<file path="config.mk">
export PLATFORM = sky130hd
export DESIGN_NAME = sha3_lane_serializer
export DESIGN_NICKNAME = d
export VERILOG_FILES = /design/src/rtl/sha3_lane_serializer.sv
export SDC_FILE = /design/constraint.sdc
export NUM_CORES = 2
export LEC_CHECK = 0
export CAP_MARGIN = 5
export CORE_AREA = 10 10 647 649
export CTS_BUF_LIST = sky130_fd_sc_hd__clkbuf_8
export CTS_CLUSTER_SIZE = 20
export DETAILED_ROUTE_END_ITERATION = 12
export DIE_AREA = 0 0 657 659
export PLACE_DENSITY = 0.39
export SYNTH_ARGS = -nofsm -noshare
export SYNTH_HDL_FRONTEND = slang
export SYNTH_SLANG_ARGS = --single-unit
export TNS_END_PERCENT = 50
</file>
<file path="constraint.sdc">
create_clock -name clk -period 3.2 [get_ports clk]
set_clock_uncertainty 0.05 [all_clocks]
set_input_delay 0.64 -clock clk [delete_from_list [all_inputs] [get_ports clk]]
set_output_delay 0.64 -clock clk [all_outputs]
set_load 0.005 [all_outputs]
</file>
<file path="src/rtl/sha3_lane_serializer.sv">
// Captures a full 5x5 Keccak state on a sample strobe and streams the first
// OUT_LANES lanes over a valid/ready handshake, flagging states it had to drop.
module sha3_lane_serializer #(
   parameter int OUT_LANES = 17
) (
   input  logic        clk,
   input  logic        rst_n,
   input  logic [63:0] isa [0:4],
   input  logic [63:0] isb [0:4],
   input  logic [63:0] isc [0:4],
   input  logic [63:0] isd [0:4],
   input  logic [63:0] ise [0:4],
   input  logic        sample,
   output logic        accept,
   output logic [63:0] lane,
   output logic        lane_valid,
   input  logic        lane_ready,
   output logic        lane_last,
   output logic [4:0]  lane_idx,
   output logic        dropped
);

   localparam logic [4:0] LAST_IDX = 5'(OUT_LANES - 1);

   typedef enum logic {
      IDLE,
      STREAM
   } state_t;

   state_t      state;
   state_t      state_next;
   logic [4:0]  counter;
   logic [4:0]  counter_next;
   logic        transfer;
   logic        capture;
   logic        at_last;
   logic [63:0] in_lanes [25];
   logic [63:0] buffer   [25];

   // Rows are flattened so that linear lane index k = 5*y + x.
   always_comb begin
      for (int x = 0; x < 5; x++) begin
         in_lanes[x]      = isa[x];
         in_lanes[5 + x]  = isb[x];
         in_lanes[10 + x] = isc[x];
         in_lanes[15 + x] = isd[x];
         in_lanes[20 + x] = ise[x];
      end
   end

   always_comb begin
      lane_valid   = (state == STREAM);
      at_last      = (counter == LAST_IDX);
      lane_last    = lane_valid & at_last;
      transfer     = lane_valid & lane_ready;
      accept       = (state == IDLE) | (transfer & at_last);
      capture      = sample & accept;
      state_next   = state;
      counter_next = counter;
      case (state)
         IDLE: begin
            if (capture) begin
               state_next   = STREAM;
               counter_next = '0;
            end
         end
         STREAM: begin
            if (transfer) begin
               if (!at_last) begin
                  counter_next = counter + 5'd1;
               end else if (capture) begin
                  counter_next = '0;
               end else begin
                  state_next = IDLE;
               end
            end
         end
         default: begin
            state_next = IDLE;
         end
      endcase
   end

   always_ff @(posedge clk or negedge rst_n) begin
      if (!rst_n) begin
         state   <= IDLE;
         counter <= '0;
         dropped <= 1'b0;
      end else begin
         state   <= state_next;
         counter <= counter_next;
         if (sample && !accept) begin
            dropped <= 1'b1;
         end
      end
   end

   // The buffer only moves on a capture, so stalled lanes stay put.
   always_ff @(posedge clk or negedge rst_n) begin
      if (!rst_n) begin
         for (int k = 0; k < 25; k++) begin
            buffer[k] <= '0;
         end
      end else if (capture) begin
         for (int k = 0; k < 25; k++) begin
            buffer[k] <= in_lanes[k];
         end
      end
   end

   assign lane     = buffer[counter];
   assign lane_idx = counter;

endmodule
</file>
==> impl_metrics.toml <==
[run_status]
status = "finished, violations left"
violations = "negative setup slack"

[timing]
fin_hold_ws_ps = 129.0
worst_pin_slew_ps = 905.8
fmax_mhz = 220.5
fin_crit_sh = 1.418
hold_viol = 0
setup_slack_ps = -1336
setup_viol = 521
maxSlewHeadroom = 0.3961
period_needed_ps = 4536
finalMaxSlewViolations = 0
rsz0062_at_grt = "true"

[layout]
drive_above_1_share = 0.4670
fin_nets = 9093
fill_cells = 40855
fin_area_mm2 = 0.1209
area_delta_synth_final_pct = 58.09

[clocking]
htree_levels = 5
cts_tree = "yes"
path_clk_slew_ps = 60
clockBufferDepth = 4
cts_made_buffers = 328
clock_latency_ps = 1050
cts_sinks = 1607
cts_root_buf = "clkbuf_8"

[setup_path]
crit_required_ps = 2510
cp_max_fo = 6
worst_ep_arrival_time_ps = 3850
max_stage_delay_ps = 580
worst_path_most_repeated_cell = "buf_12"
worstSetupPathType = "register to output port"
cp-start-kind = "register"
crit_chain = "buf_16, buf_12, buf_16, buf_12, buf_12, mux2i_1, a22oi_1, nand2_4, a22oi_2, buf_4"
r2r_slack_ps = -160
end_kind = "output port"
slowest_stage = "a22oi_2"

[floorplanning]
ios = 1677
rows = 234
dieWidth_um = 657
design.core.area_mm2 = 0.4052
start_util = 0.1888
dieHeight_um = 659
die_area_mm2 = 0.4330

[place]
portBuffers = 1676
dpl.hpwl_mm = 381.9
place_ws_ps = -1469
placed_area_mm2 = 0.1050
finalWeightedCongestion = 0.8464

[synth]
yosysTopAreaCellShare = 0.5257
seq_area_frac_synth = 0.5257
synthCells = 4696
synth_area_leaders = "dfrtp_1 (53%), mux2_4 (20%), mux2_2 (8.8%), mux4_2 (6.0%), mux2i_1 (4.7%)"
synth_warnings = 0
syn_nets = 6302
yosys_register_bits = 1607
synth_cell_types = 39
netlist_area_mm2 = 0.07650
synth_most_common_cell = "dfrtp_1"
async_flop_share = 1.000
synth_edf_count = 0
synth_top_area_cell = "dfrtp_1"
synth_top_cells_by_count = "dfrtp_1 (1607), mux2_4 (1000), mux2_2 (600), mux2i_1 (361), mux4_2 (204)"
syn_area_per_cell_um2 = 16.29
synth_ff_type = "dfrtp_1"

[drt]
ant_nets = 0
wire_per_inst_um = 35.55
viasPerCell = 4.190
dr.pass1.iters = 5
vias = 55497
drt_iter0_drc = 3473
drc = 0
totalWireLength_mm = 470.9

[grt]
grt.total_usage = 0.2061
overflow = 0
grt_pass1_vias = 61378
antenna_found_initial = 258
grt_max_degree = 128
grt_first_pass_wirelength_mm = 605.5

[pwr]
p_per_area_mw_per_mm2 = 1074
ir_worst_vdd_v = 0.0006104
leakage_nw = 51.38

[min_path]
hold_class = "primary input to asynchronous set/reset pin"

[job]
drv_cap = 0
[worst paths after layout]
check	start	endpoint	cells after the start
max	lane_idx[0]	lane[55]	10
min	rst_n	buffer[463]	2
max reg2reg	lane_idx[0]	buffer[931]	14
min reg2reg	dropped	dropped	1
max in group asynchronous	rst_n	buffer[1324]	4
min in group clk	isa[15]	buffer[1295]	2
[critical path: cells and delay by family, from the launching register on]
kind            cells  cell delay, ps
simple gates        1             100
compound gates      2            1000
buf+inv             6            1010
flops               1             510
mux                 1             120
[layout make-up]
cell class	count	area, um^2	area share
Clock inverter	149	833.3	0.006890
Antenna cell	88	220.2	0.001821
Timing Repair Buffer	2816	30400	0.2514
Inverter	6	30.03	0.0002483
Multi-Input combinational cell	2728	36610	0.3027
Clock buffer	424	5836	0.04825
Sequential cell	1607	40230	0.3326
Tap cell	5428	6792	0.05615
[flip-flops by register name, summed over array words and instances, names as in the netlist]
name	cells
buffer	1600
dropped	1
lane_valid	1
lane_idx	5
[where the power goes]
group / leakage, nW / internal [mW] / switching (mW)
registers: 19.7 / 30.6 / 7.15
logic: 27.8 / 36.1 / 33.6
clock network: 3.83 / 12.1 / 10.4
total: 51.4 / 78.8 / 51.1
[stage by stage]
| step | utilization | power, mW | setup TNS, ps | instances |
|---|---|---|---|---|
| 5_1_grt | 0.2983 | 136.3 | -204610 | 13210 |
| 4_1_cts | 0.2904 | 129.0 | -213420 | 13015 |
| 2_1_floorplan | - | 60.44 | 0 | 4696 |
| 3_3_place_gp | 0.2591 | 99.52 | -44600 | 12073 |
| 3_5_place_dp | 0.2592 | 99.96 | -40350 | 12077 |
| 6_report | 0.2985 | 129.9 | -92130 | 13246 |
[logic make-up (layout without fill, tap and decap cells)]
| group | count (synthesis) | count (layout) | share of synthesized area |
|---|---|---|---|
| other | 0 | 88 | 0 |
| AO/OA/AOI/OAI | 442 | 442 | 0.04243 |
| AND/OR/NAND/NOR | 119 | 119 | 0.007131 |
| flip-flops | 1607 | 1607 | 0.5257 |
| adder cells (fa/ha/maj) | 2 | 2 | 0.0003270 |
| buffers and inverters | 361 | 3395 | 0.03260 |
| multiplexers | 2165 | 2165 | 0.3919 |
[repair_timing]
action,4_1_cts,5_1_grt
endpoints found under the hold margin,806,0
hold buffers,280,0
setup buffers,81,152
cloned,10,21
pin swaps,111,156
resized for setup,536,354
endpoints found under the setup margin,217,1536
[metal layers]
metal / part of all wire / GRT usage / vias up
li1: - / - / 23452
met1: 0.41 / 0.2497 / 29268
met2: 0.50 / 0.3633 / 1896
met3: 0.053 / 0.04462 / 775
met4: 0.036 / 0.06568 / 106
met5: 0.0014 / 0 / -
[layout by cell type (no fill, tap or decap), types with 18 or more instances in the layout]
cell / count
mux2i_2: 42
a22oi_2: 125
a221oi_2: 36
mux2_4: 1000
clkdlybuf4s50_1: 1607
mux2i_1: 305
buf_12: 209
dlygate4sd3_1: 280
o221ai_1: 42
dfrtp_1: 1603
clkbuf_8: 424
clkbuf_16: 21
buf_8: 38
nor2_1: 18
diode_2: 88
buf_6: 143
buf_16: 35
buf_4: 473
a22oi_1: 25
mux4_2: 204
a21oi_1: 83
clkinv_2: 25
nand2_2: 18
inv_1: 105
mux2_2: 600
Note: power is estimated with default switching activity, not from simulation.
